===== src/rtl/axis_unpack_if.sv =====
// Stream bundle for the word-to-byte unpacker: wide input side plus byte output side.
interface axis_unpack_if #(parameter int n = 4) ();
  logic [n*8-1:0] in_tdata;
  logic [n-1:0]   in_tkeep;
  logic           in_tlast;
  logic           in_tvalid;
  logic           in_tready;
  logic [7:0]     out_tdata;
  logic           out_tlast;
  logic           out_tvalid;
  logic           out_tready;

  modport slave (
    input  in_tdata, in_tkeep, in_tlast, in_tvalid, out_tready,
    output in_tready, out_tdata, out_tlast, out_tvalid
  );

  modport master (
    output in_tdata, in_tkeep, in_tlast, in_tvalid, out_tready,
    input  in_tready, out_tdata, out_tlast, out_tvalid
  );
endinterface


===== src/rtl/axis_unpack.sv =====
// AXI-Stream width downsizer: one n-byte word in, bytes 0..h out (h = top keep bit),
// with a same-cycle reload on the last byte so back-to-back words stream at 1 byte/clock.
module axis_unpack #(
  parameter int n = 4
) (
  input logic         aclk,
  input logic         aresetn,
  axis_unpack_if.slave axis
);
  localparam int IW = (n > 1) ? $clog2(n) : 1;
  localparam int CW = $clog2(n + 1);

  logic [n-1:0][7:0] word_q, word_d;
  logic [IW-1:0]     idx_q, idx_d;
  logic [CW-1:0]     cnt_q, cnt_d;
  logic              last_q, last_d;
  logic [CW-1:0]     load_cnt;
  logic              in_xfer, out_xfer, cnt_one;

  // Byte count is set by the highest keep bit; holes below it are still emitted.
  always_comb begin
    load_cnt = '0;
    for (int k = 0; k < n; k++)
      if (axis.in_tkeep[k]) load_cnt = CW'(k + 1);
  end

  assign cnt_one        = (cnt_q == CW'(1));
  assign axis.in_tready = (cnt_q == '0) | (cnt_one & axis.out_tready);
  assign in_xfer        = axis.in_tvalid & axis.in_tready;
  assign out_xfer       = axis.out_tvalid & axis.out_tready;

  assign axis.out_tvalid = (cnt_q != '0);
  assign axis.out_tdata  = word_q[idx_q];
  assign axis.out_tlast  = last_q & cnt_one;

  always_comb begin
    word_d = word_q;
    idx_d  = idx_q;
    cnt_d  = cnt_q;
    last_d = last_q;
    if (in_xfer && load_cnt != '0) begin
      word_d = axis.in_tdata;
      idx_d  = '0;
      cnt_d  = load_cnt;
      last_d = axis.in_tlast;
    end else if (out_xfer) begin
      // A zero-keep word accepted alongside the final byte lands here and is dropped.
      if (cnt_one) begin
        cnt_d = '0;
        idx_d = '0;
      end else begin
        cnt_d = cnt_q - CW'(1);
        idx_d = idx_q + IW'(1);
      end
    end
  end

  always_ff @(posedge aclk or negedge aresetn) begin
    if (!aresetn) begin
      word_q <= '0;
      idx_q  <= '0;
      cnt_q  <= '0;
      last_q <= 1'b0;
    end else begin
      word_q <= word_d;
      idx_q  <= idx_d;
      cnt_q  <= cnt_d;
      last_q <= last_d;
    end
  end
endmodule

===== src/flat_wrapper.sv =====
// flat-port wrapper written by rule: the top's interface ports become plain ports
module axis_unpack_flat 
#(
  parameter int n = 4
)
  (aclk, aresetn, axis_in_tdata, axis_in_tkeep, axis_in_tlast, axis_in_tvalid, axis_out_tready, axis_in_tready, axis_out_tdata, axis_out_tlast, axis_out_tvalid);
  axis_unpack_if #(.n(n)) axis_i ();
  input logic aclk;
  input logic aresetn;
  input wire logic [$bits(axis_i.in_tdata)-1:0] axis_in_tdata;
  input wire logic [$bits(axis_i.in_tkeep)-1:0] axis_in_tkeep;
  input wire logic [$bits(axis_i.in_tlast)-1:0] axis_in_tlast;
  input wire logic [$bits(axis_i.in_tvalid)-1:0] axis_in_tvalid;
  input wire logic [$bits(axis_i.out_tready)-1:0] axis_out_tready;
  output wire logic [$bits(axis_i.in_tready)-1:0] axis_in_tready;
  output wire logic [$bits(axis_i.out_tdata)-1:0] axis_out_tdata;
  output wire logic [$bits(axis_i.out_tlast)-1:0] axis_out_tlast;
  output wire logic [$bits(axis_i.out_tvalid)-1:0] axis_out_tvalid;
  assign axis_i.in_tdata = axis_in_tdata;
  assign axis_i.in_tkeep = axis_in_tkeep;
  assign axis_i.in_tlast = axis_in_tlast;
  assign axis_i.in_tvalid = axis_in_tvalid;
  assign axis_i.out_tready = axis_out_tready;
  assign axis_in_tready = axis_i.in_tready;
  assign axis_out_tdata = axis_i.out_tdata;
  assign axis_out_tlast = axis_i.out_tlast;
  assign axis_out_tvalid = axis_i.out_tvalid;
  axis_unpack #(.n(n)) u_core (.aclk(aclk), .aresetn(aresetn), .axis(axis_i));
endmodule

===== config.mk =====
export PLATFORM = sky130hd
export DESIGN_NAME = axis_unpack_flat
export DESIGN_NICKNAME = d
export VERILOG_FILES = /design/src/rtl/axis_unpack_if.sv /design/src/rtl/axis_unpack.sv /design/src/flat_wrapper.sv
export SDC_FILE = /design/constraint.sdc
export NUM_CORES = 1
export LEC_CHECK = 0
export CAP_MARGIN = 15
export CELL_PAD_IN_SITES_DETAIL_PLACEMENT = 0
export CELL_PAD_IN_SITES_GLOBAL_PLACEMENT = 1
export CORE_ASPECT_RATIO = 1.1
export CORE_MARGIN = 2
export CORE_UTILIZATION = 42
export DETAILED_ROUTE_END_ITERATION = 6
export PLACE_DENSITY = 0.95
export SETUP_SLACK_MARGIN = 0.4
export SLEW_MARGIN = 20
export SYNTH_ARGS = -nofsm -noshare
export SYNTH_HDL_FRONTEND = slang
export SYNTH_SLANG_ARGS = --single-unit

===== constraint.sdc =====
create_clock -name aclk -period 4.8 [get_ports aclk]
set_clock_uncertainty 0.15 [all_clocks]
set_input_delay 0.72 -clock aclk [delete_from_list [all_inputs] [get_ports aclk]]
set_output_delay 0.72 -clock aclk [all_outputs]
set_load 0.1 [all_outputs]

==> flow_summary.yaml, run 1 <==
logic_synthesis:
  synthArstFlopShare: 1.00
  synthSimpleGateAreaFrac: 0.0725
  netlist_top_cells_count: "38 x dfrtp_1, 26 x mux2_4, 8 x mux2_2, 8 x mux4_2, 5 x nand2_1"
  avgSynthCellArea_sq_um: 15.7
  synth_top_area_cell: "dfrtp_1"
  synthFlopType: "dfrtp_1"
  seq_area_frac_synth: 0.487
  synthTopCellsByArea: "dfrtp_1 49%, mux2_4 20%, mux4_2 9.2%"
  synth-compound-area-share: 0.0346
  ys_warn_count: 0
  yosys.area.top_type_share: 0.487
  ys_ff_latch: 38
  syn_inst: 124
  synth_cell_types: 30
  synthesis.nets: 168
  syn-cell-area_sq_um: 1950
  synth-xor-area-share: 0
  synthAdderAreaFrac: 0.0192
  synth_mux_area_frac: 0.339
  synth_edf_count: 0
  yosysMostFrequentCell: "dfrtp_1"
  synth_top_family_by_area: "multiplexers"
global_routing:
  grt_pass1_wl_mm: 5.84
  use_met3: 0.0487
  grt-busiest-layer: "met2"
  grt_use_met2: 0.276
  use_met1: 0.180
  track_usage: 0.157
  grt_max_degree: 39
  grt_pass1_vias: 1236
  antenna_found_initial: 0
  grt_overflow: 0
critical_path:
  required_ps: 3930
  end_kind: "output port"
  worstSetupPathType: "reg2out"
  slowest_stage: "clkdlybuf4s50_1"
  cp.arrival_ps: 2620
  start_kind: "flip-flop"
  crit_fanout: 12
  crit_chain: "mux4_2 > clkdlybuf4s50_1"
  max_stage_delay_ps: 980
sta:
  setup_tns_ps: 0
  min_period_over_period: 0.726
  rsz0062_at_grt: "false"
  finalWorstSetupSlack_ps: 1310
  final-hold-violation-count: 0
  setup_viol: 0
  worst_pin_slew_ps: 972
  slew_headroom: 0.350
  period_needed_ps: 3490
  maxSlewViolCount: 0
  fmax_ghz: 0.287
place:
  dp_slack_ps: 1620
  dp_hpwl_mm: 2.63
  post_dp_cell_area_sq_um: 2460
  port_buffers: 51
  gp_congestion: 0.707
layout:
  final_nets: 221
  drive_above_1_share: 0.326
  regArea_sq_um: 951
  filler_cell_count: 372
  stdcell_area_sq_um: 2570
  antenna_cells: 0
  area_delta_synth_final_pct: 31.8
  multiInputGateArea_sq_um: 916
clock_network:
  cts_root_buf: "clkbuf_8"
  clock_path_buffers: 2
  h-tree-depth: 2
  cts_hold_buf: 0
  clk_pin_slew_ps: 70
  cts_inserted_buffers: 5
  cts_tree: "built"
  insertion_delay_ps: 290
  cts-resized-gates: 0
  cts_setup_buffers: 0
  cts_sinks: 38
run:
  maxCapViolations: 0
floorplan:
  die_x_um: 69.0
  io_pins: 52
  initial_utilization: 0.428
  rows: 26
  die_h_um: 75.5
  die_area_sq_um: 5210
  coreArea_sq_um: 4550
route:
  drc_errors: 0
  vias: 1205
  drt_first_pass_iters: 4
  drt-total-wl_mm: 3.66
  ant_nets: 0
  routed_via_density: 5.15
  drtIter0Drc: 36
  routedWlPerCell_um: 15.6
worst_hold_path:
  hp-class: "reg2reg"
status:
  run_status: "complete, no violations"
[layer usage]
metal / vias up / part of all wire
met5: - / 0
met4: 0 / 0.015
met1: 609 / 0.42
met3: 6 / 0.049
li1: 561 / -
met2: 29 / 0.52
[state kept, by name, indices dropped and copies added (netlist names)]
name           cells
u_core.last_q      1
u_core.word_q     32
u_core.cnt_q       3
u_core.idx_q       2
[final timing paths]
path                            startpoint                 to  depth (start not counted)  slack, ps
max                        u_core.idx_q[0]  axis_out_tdata[5]                          2       1310
max in group asynchronous          aresetn   u_core.word_q[9]                          1       3610
min reg2reg                  u_core.last_q      u_core.last_q                          1        350
max reg2reg                u_core.cnt_q[0]   u_core.word_q[2]                          6       2550
min                          u_core.last_q      u_core.last_q                          1        350
min in group asynchronous          aresetn  u_core.word_q[27]                          1        370
[metrics by stage]
step                cells  utilization  hold WS [ps]
floorplan             124            -           274
global placement      226        0.541           336
detailed placement    226        0.541           339
CTS                   234        0.565           361
global route          234        0.565           374
finish                234        0.565           352
[worst max-delay path: cells and delay by family (launching register included)]
kind,cells,cell delay (ps)
flops,1,750
mux,1,590
buf+inv,1,980
[cell type report]
type	instances	area share
flip-flops and latches	38	0.370
multi-input cells	77	0.356
repair buffers	53	0.201
well taps	56	0.0273
clock buffers	5	0.0268
clock inverters	3	0.0156
inverters	2	0.00292
[cell families (layout without fill, tap and decap cells)]
logic type | Yosys count | count (layout)
muxes | 42 | 42
DFF | 38 | 38
and+or+nand+nor | 23 | 23
AOI/OAI and AO/OA | 9 | 9
buffers and inverters | 9 | 63
adders and majority gates | 3 | 3
[cell usage in the layout (no fill, tap or decap)]
cell type / netlist / layout
clkbuf_8: 0 / 5
a21oi_2: 1 / 1
bufinv_16: 0 / 1
inv_1: 2 / 2
a222oi_1: 1 / 1
nand2_1: 5 / 5
nand2b_1: 1 / 1
and4_1: 1 / 1
or2_2: 1 / 1
a221o_1: 1 / 1
a21oi_1: 1 / 1
nand3b_1: 1 / 1
mux4_2: 8 / 8
and2_1: 1 / 1
mux2_4: 26 / 26
o31ai_1: 1 / 1
nor4_2: 1 / 1
a2bb2oi_1: 1 / 1
nor2_1: 4 / 4
nor3b_1: 1 / 1
clkdlybuf4s50_1: 0 / 49
nor4_1: 2 / 2
o21ai_0: 2 / 2
buf_4: 0 / 3
mux2_2: 8 / 8
o21bai_1: 1 / 1
buf_2: 2 / 1
nor4b_4: 0 / 1
dfrtp_1: 38 / 38
clkinv_2: 0 / 2
ha_1: 3 / 3
nor2b_1: 4 / 4
Power of run 1 is not shown: default switching activity piles up to over one toggle a cycle in this logic, so the estimate is an artifact.
==> run 2, diff against run 1 <==
--- a/config.mk
+++ b/config.mk
@@ -10,9 +10,9 @@
 export CELL_PAD_IN_SITES_GLOBAL_PLACEMENT = 1
 export CORE_ASPECT_RATIO = 1.1
 export CORE_MARGIN = 2
-export CORE_UTILIZATION = 42
+export CORE_UTILIZATION = 35
 export DETAILED_ROUTE_END_ITERATION = 6
-export PLACE_DENSITY = 0.95
+export PLACE_DENSITY = 0.86
 export SETUP_SLACK_MARGIN = 0.4
 export SLEW_MARGIN = 20
 export SYNTH_ARGS = -nofsm -noshare
==> constraint.sdc (replaced) <==
create_clock -name aclk -period 2.9 [get_ports aclk]
set_clock_uncertainty 0.15 [all_clocks]
set_input_delay 0.435 -clock aclk [delete_from_list [all_inputs] [get_ports aclk]]
set_output_delay 0.435 -clock aclk [all_outputs]
set_load 0.1 [all_outputs]
==> flow_summary.yaml, run 2 (same netlist as run 1, synthesis figures left out) <==
status:
  run_status: "complete, no violations"
layout:
  fin_cells: 255
  antenna_cells: 0
  layout_commonest_cell: "clkdlybuf4s50_1"
  drive_above_1_share: 0.394
  final_core_utilization: 0.481
  final_cell_mix: "39 x clkdlybuf4s50_1, 37 x dfrtp_1, 26 x mux2_4"
  area_delta_synth_final_pct: 33.1
  reg.largest.list: "u_core.word_q (32), u_core.cnt_q (3), u_core.idx_q (2)"
  largest_register_ffs: 32
  final_nets: 223
  filler_cell_count: 488
  regMostFlops: "u_core.word_q"
critical_path:
  end_kind: "flip-flop"
  crit_chain: "clkdlybuf4s50_1 > a21oi_2 > nor4b_4 > buf_4 > mux2_2"
  start_kind: "primary input"
  cp.arrival_ps: 2290
  slowest_stage: "clkdlybuf4s50_1"
  r2r_slack_ps: 680
  worstSetupPathType: "in2reg"
  required_ps: 2920
  r2r_cells: 6
  max_stage_delay_ps: 620
  crit_fanout: 18
clock_network:
  h-tree-depth: 2
  insertion_delay_ps: 280
  cts-resized-gates: 0
  cts_sinks: 38
  clk_pin_slew_ps: 70
  clock_path_buffers: 2
  cts_inserted_buffers: 5
  cts_root_buf: "clkbuf_8"
  cts_setup_buffers: 0
  cts_tree: "built"
  cts_hold_buf: 0
route:
  drt_first_pass_iters: 4
  drt-total-wl_mm: 3.87
  ant_nets: 0
  routed_via_density: 4.71
  drc_errors: 0
  drtIter0Drc: 48
  routedWlPerCell_um: 15.2
  vias: 1202
sta:
  setup_tns_ps: 0
  slew_headroom: 0.437
  maxSlewViolCount: 0
  final-hold-violation-count: 0
  min_period_over_period: 0.783
  worst_pin_slew_ps: 844
  fmax_ghz: 0.441
  rsz0062_at_grt: "false"
  period_needed_ps: 2270
  setup_viol: 0
global_routing:
  grt_pass1_wl_mm: 6.27
  grt_overflow: 0
  track_usage: 0.135
  grt_max_degree: 39
  antenna_found_initial: 0
  grt_pass1_vias: 1305
floorplan:
  initial_utilization: 0.362
  die_x_um: 75.2
  die_area_sq_um: 6190
  rows: 28
  die_h_um: 82.3
  coreArea_sq_um: 5400
  io_pins: 52
place:
  port_buffers: 51
  place_inst: 247
  dp_hpwl_mm: 2.83
  gp_congestion: 0.834
worst_hold_path:
  hp-class: "in2async"
run:
  maxCapViolations: 0
==> run 2: critical path: cells and delay by family <==
kind / cells / cell delay (ps)
buffers and inverters: 2 / 980
AND/OR/NAND/NOR: 1 / 350
AO/OA/AOI/OAI: 1 / 140
multiplexers: 1 / 370
==> run 2: routing by layer <==
metal	wire length, um	GRT usage	share of wire
met2	1790	0.225	0.46
met1	1800	0.175	0.46
met5	0	0	0
met3	233	0.0267	0.060
met4	52	0.0474	0.013
==> run 2: through the flow <==
stage / hold WS (ps) / cell area, sq um / setup slack (ps)
after floorplan: -10.6 / 1950 / 548
after global placement: 332 / 2500 / 387
after detailed placement: 339 / 2500 / 341
after CTS: 128 / 2590 / 434
after global routing: 169 / 2600 / 516
final: 103 / 2600 / 630
==> run 2: final timing paths <==
kind | startpoint | endpoint
worst max-delay path | axis_out_tready | u_core.last_q
worst min-delay path | aresetn | u_core.word_q[7]
worst max register to register | u_core.cnt_q[0] | u_core.last_q
worst min register to register | u_core.last_q | u_core.last_q
max in group asynchronous | aresetn | u_core.idx_q[0]
min in group aclk | u_core.last_q | u_core.last_q
==> run 2: final cells by class <==
class | count | area, sq um | share of cell area
Sequential cell | 38 | 952 | 0.367
Clock buffer | 7 | 86.3 | 0.0333
Clock inverter | 1 | 5.00 | 0.00193
Tap cell | 75 | 93.8 | 0.0361
Inverter | 2 | 7.51 | 0.00289
Multi-Input combinational cell | 77 | 918 | 0.354
Timing Repair Buffer | 55 | 533 | 0.205
Power of run 2 is left out for the same reason.
==> run 3, diff against run 2 <==
==> constraint.sdc (replaced) <==
create_clock -name aclk -period 2 [get_ports aclk]
set_clock_uncertainty 0.15 [all_clocks]
set_input_delay 0.3 -clock aclk [delete_from_list [all_inputs] [get_ports aclk]]
set_output_delay 0.3 -clock aclk [all_outputs]
set_load 0.1 [all_outputs]
==> flow_summary.yaml, run 3 (same netlist as run 1, synthesis figures left out) <==
critical_path:
  crit_chain: "buf_6 > mux4_2 > buf_12"
  slowest_stage: "mux4_2"
  worstSetupPathType: "reg2out"
  crit_fanout: 5
  end_kind: "output port"
  crit_family: "multiplexers"
  required_ps: 1550
  max_stage_delay_ps: 550
  cp.arrival_ps: 1560
  start_kind: "flip-flop"
  critPathBufInv: 2
clock_network:
  cts_sinks: 38
  clk_pin_slew_ps: 70
  cts_tree: "built"
  cts_inserted_buffers: 5
  h-tree-depth: 2
  cts_root_buf: "clkbuf_8"
  clock_path_buffers: 2
  insertion_delay_ps: 280
sta:
  setup_tns_ps: -15.3
  rsz0062_at_grt: "true"
  setup_viol: 2
  final-hold-violation-count: 0
  maxSlewViolCount: 0
  period_needed_ps: 2010
  slew_headroom: 0.686
  worst_pin_slew_ps: 471
  fmax_ghz: 0.497
  min_period_over_period: 1.01
  finalWorstSetupSlack_ps: -11.7
route:
  vias: 1291
  routedWlPerCell_um: 15.6
  drt-total-wl_mm: 4.34
  ant_nets: 0
  drc_errors: 0
  routed_via_density: 4.64
  drt_first_pass_iters: 4
  drtIter0Drc: 71
global_routing:
  grt_pass1_wl_mm: 7.02
  grt_max_degree: 39
  grt_overflow: 0
  track_usage: 0.154
  antenna_found_initial: 0
  grt_pass1_vias: 1418
place:
  port_buffers: 51
  dp_slack_ps: -223
  dp_hpwl_mm: 3.10
  gp_congestion: 0.754
  place_inst: 259
layout:
  filler_cell_count: 432
  final_nets: 246
  largest_register_ffs: 32
  fin_cells: 278
  reg.largest.list: "u_core.word_q (32), u_core.cnt_q (3), u_core.idx_q (2)"
  antenna_cells: 0
  final_cell_mix: "39 x clkdlybuf4s50_1, 37 x dfrtp_1, 33 x mux2_4"
  regMostFlops: "u_core.word_q"
  area_delta_synth_final_pct: 60.7
  drive_above_1_share: 0.517
  layout_commonest_cell: "clkdlybuf4s50_1"
status:
  violations: "setup timing"
  run_status: "finished with violations"
floorplan:
  coreArea_sq_um: 5400
  initial_utilization: 0.362
  rows: 28
  die_h_um: 82.3
  io_pins: 52
  die_area_sq_um: 6190
  die_x_um: 75.2
worst_hold_path:
  hp-class: "reg2reg"
run:
  maxCapViolations: 0
[run 3: worst register-to-register path, stage by stage, from the launching register on]
cell and delay (ps):
dfrtp_1 400, inv_2 110, ha_4 160, a21oi_4 70, nor4b_4 350, buf_6 210
buf_12 130, mux2_4 300
[run 3: worst paths after layout]
check	start	to	slack, ps	cells past startpoint
worst min-delay path	u_core.word_q[30]	u_core.word_q[30]	360	1
worst min register to register	u_core.word_q[30]	u_core.word_q[30]	360	1
worst max register to register	u_core.cnt_q[1]	u_core.word_q[7]	10	7
min in group asynchronous	aresetn	u_core.word_q[0]	420	3
max in group asynchronous	aresetn	u_core.cnt_q[0]	910	3
worst max-delay path	u_core.idx_q[0]	axis_out_tdata[3]	-10	3
[run 3: area by class of cell]
| type | count | area [sq um] | share of cell area |
|---|---|---|---|
| Clock buffer | 5 | 68.8 | 0.0220 |
| Clock inverter | 3 | 68.8 | 0.0220 |
| Inverter | 2 | 7.51 | 0.00240 |
| Multi-Input combinational cell | 77 | 1040 | 0.331 |
| Sequential cell | 38 | 952 | 0.304 |
| Tap cell | 75 | 93.8 | 0.0299 |
| Timing Repair Buffer | 78 | 907 | 0.289 |
[run 3: per-stage QoR]
step	utilization	instance area (sq um)	hold WS [ps]
CTS	0.571	3080	364
detailed placement	0.516	2790	226
global placement	0.516	2790	225
floorplan	-	2020	-146
finish	0.581	3130	360
global route	0.581	3130	379
[run 3: repair_timing]
item                                    4_1_cts  5_1_grt
hold endpoints to repair                     38        0
hold buffers                                  1        0
setup buffers                                 6        3
gates resized for setup                      21        6
cloned                                        1        0
endpoints found under the setup margin       49       49
pin swaps                                     1        8
[run 3: layer usage]
layer  GRT usage  up-vias  wire (um)
met5           0        -          0
li1            -      609          -
met1       0.185      643       1820
met3      0.0255        5        173
met2       0.275       34       2290
met4      0.0579        0         64
Power of run 3 is left out for the same reason.
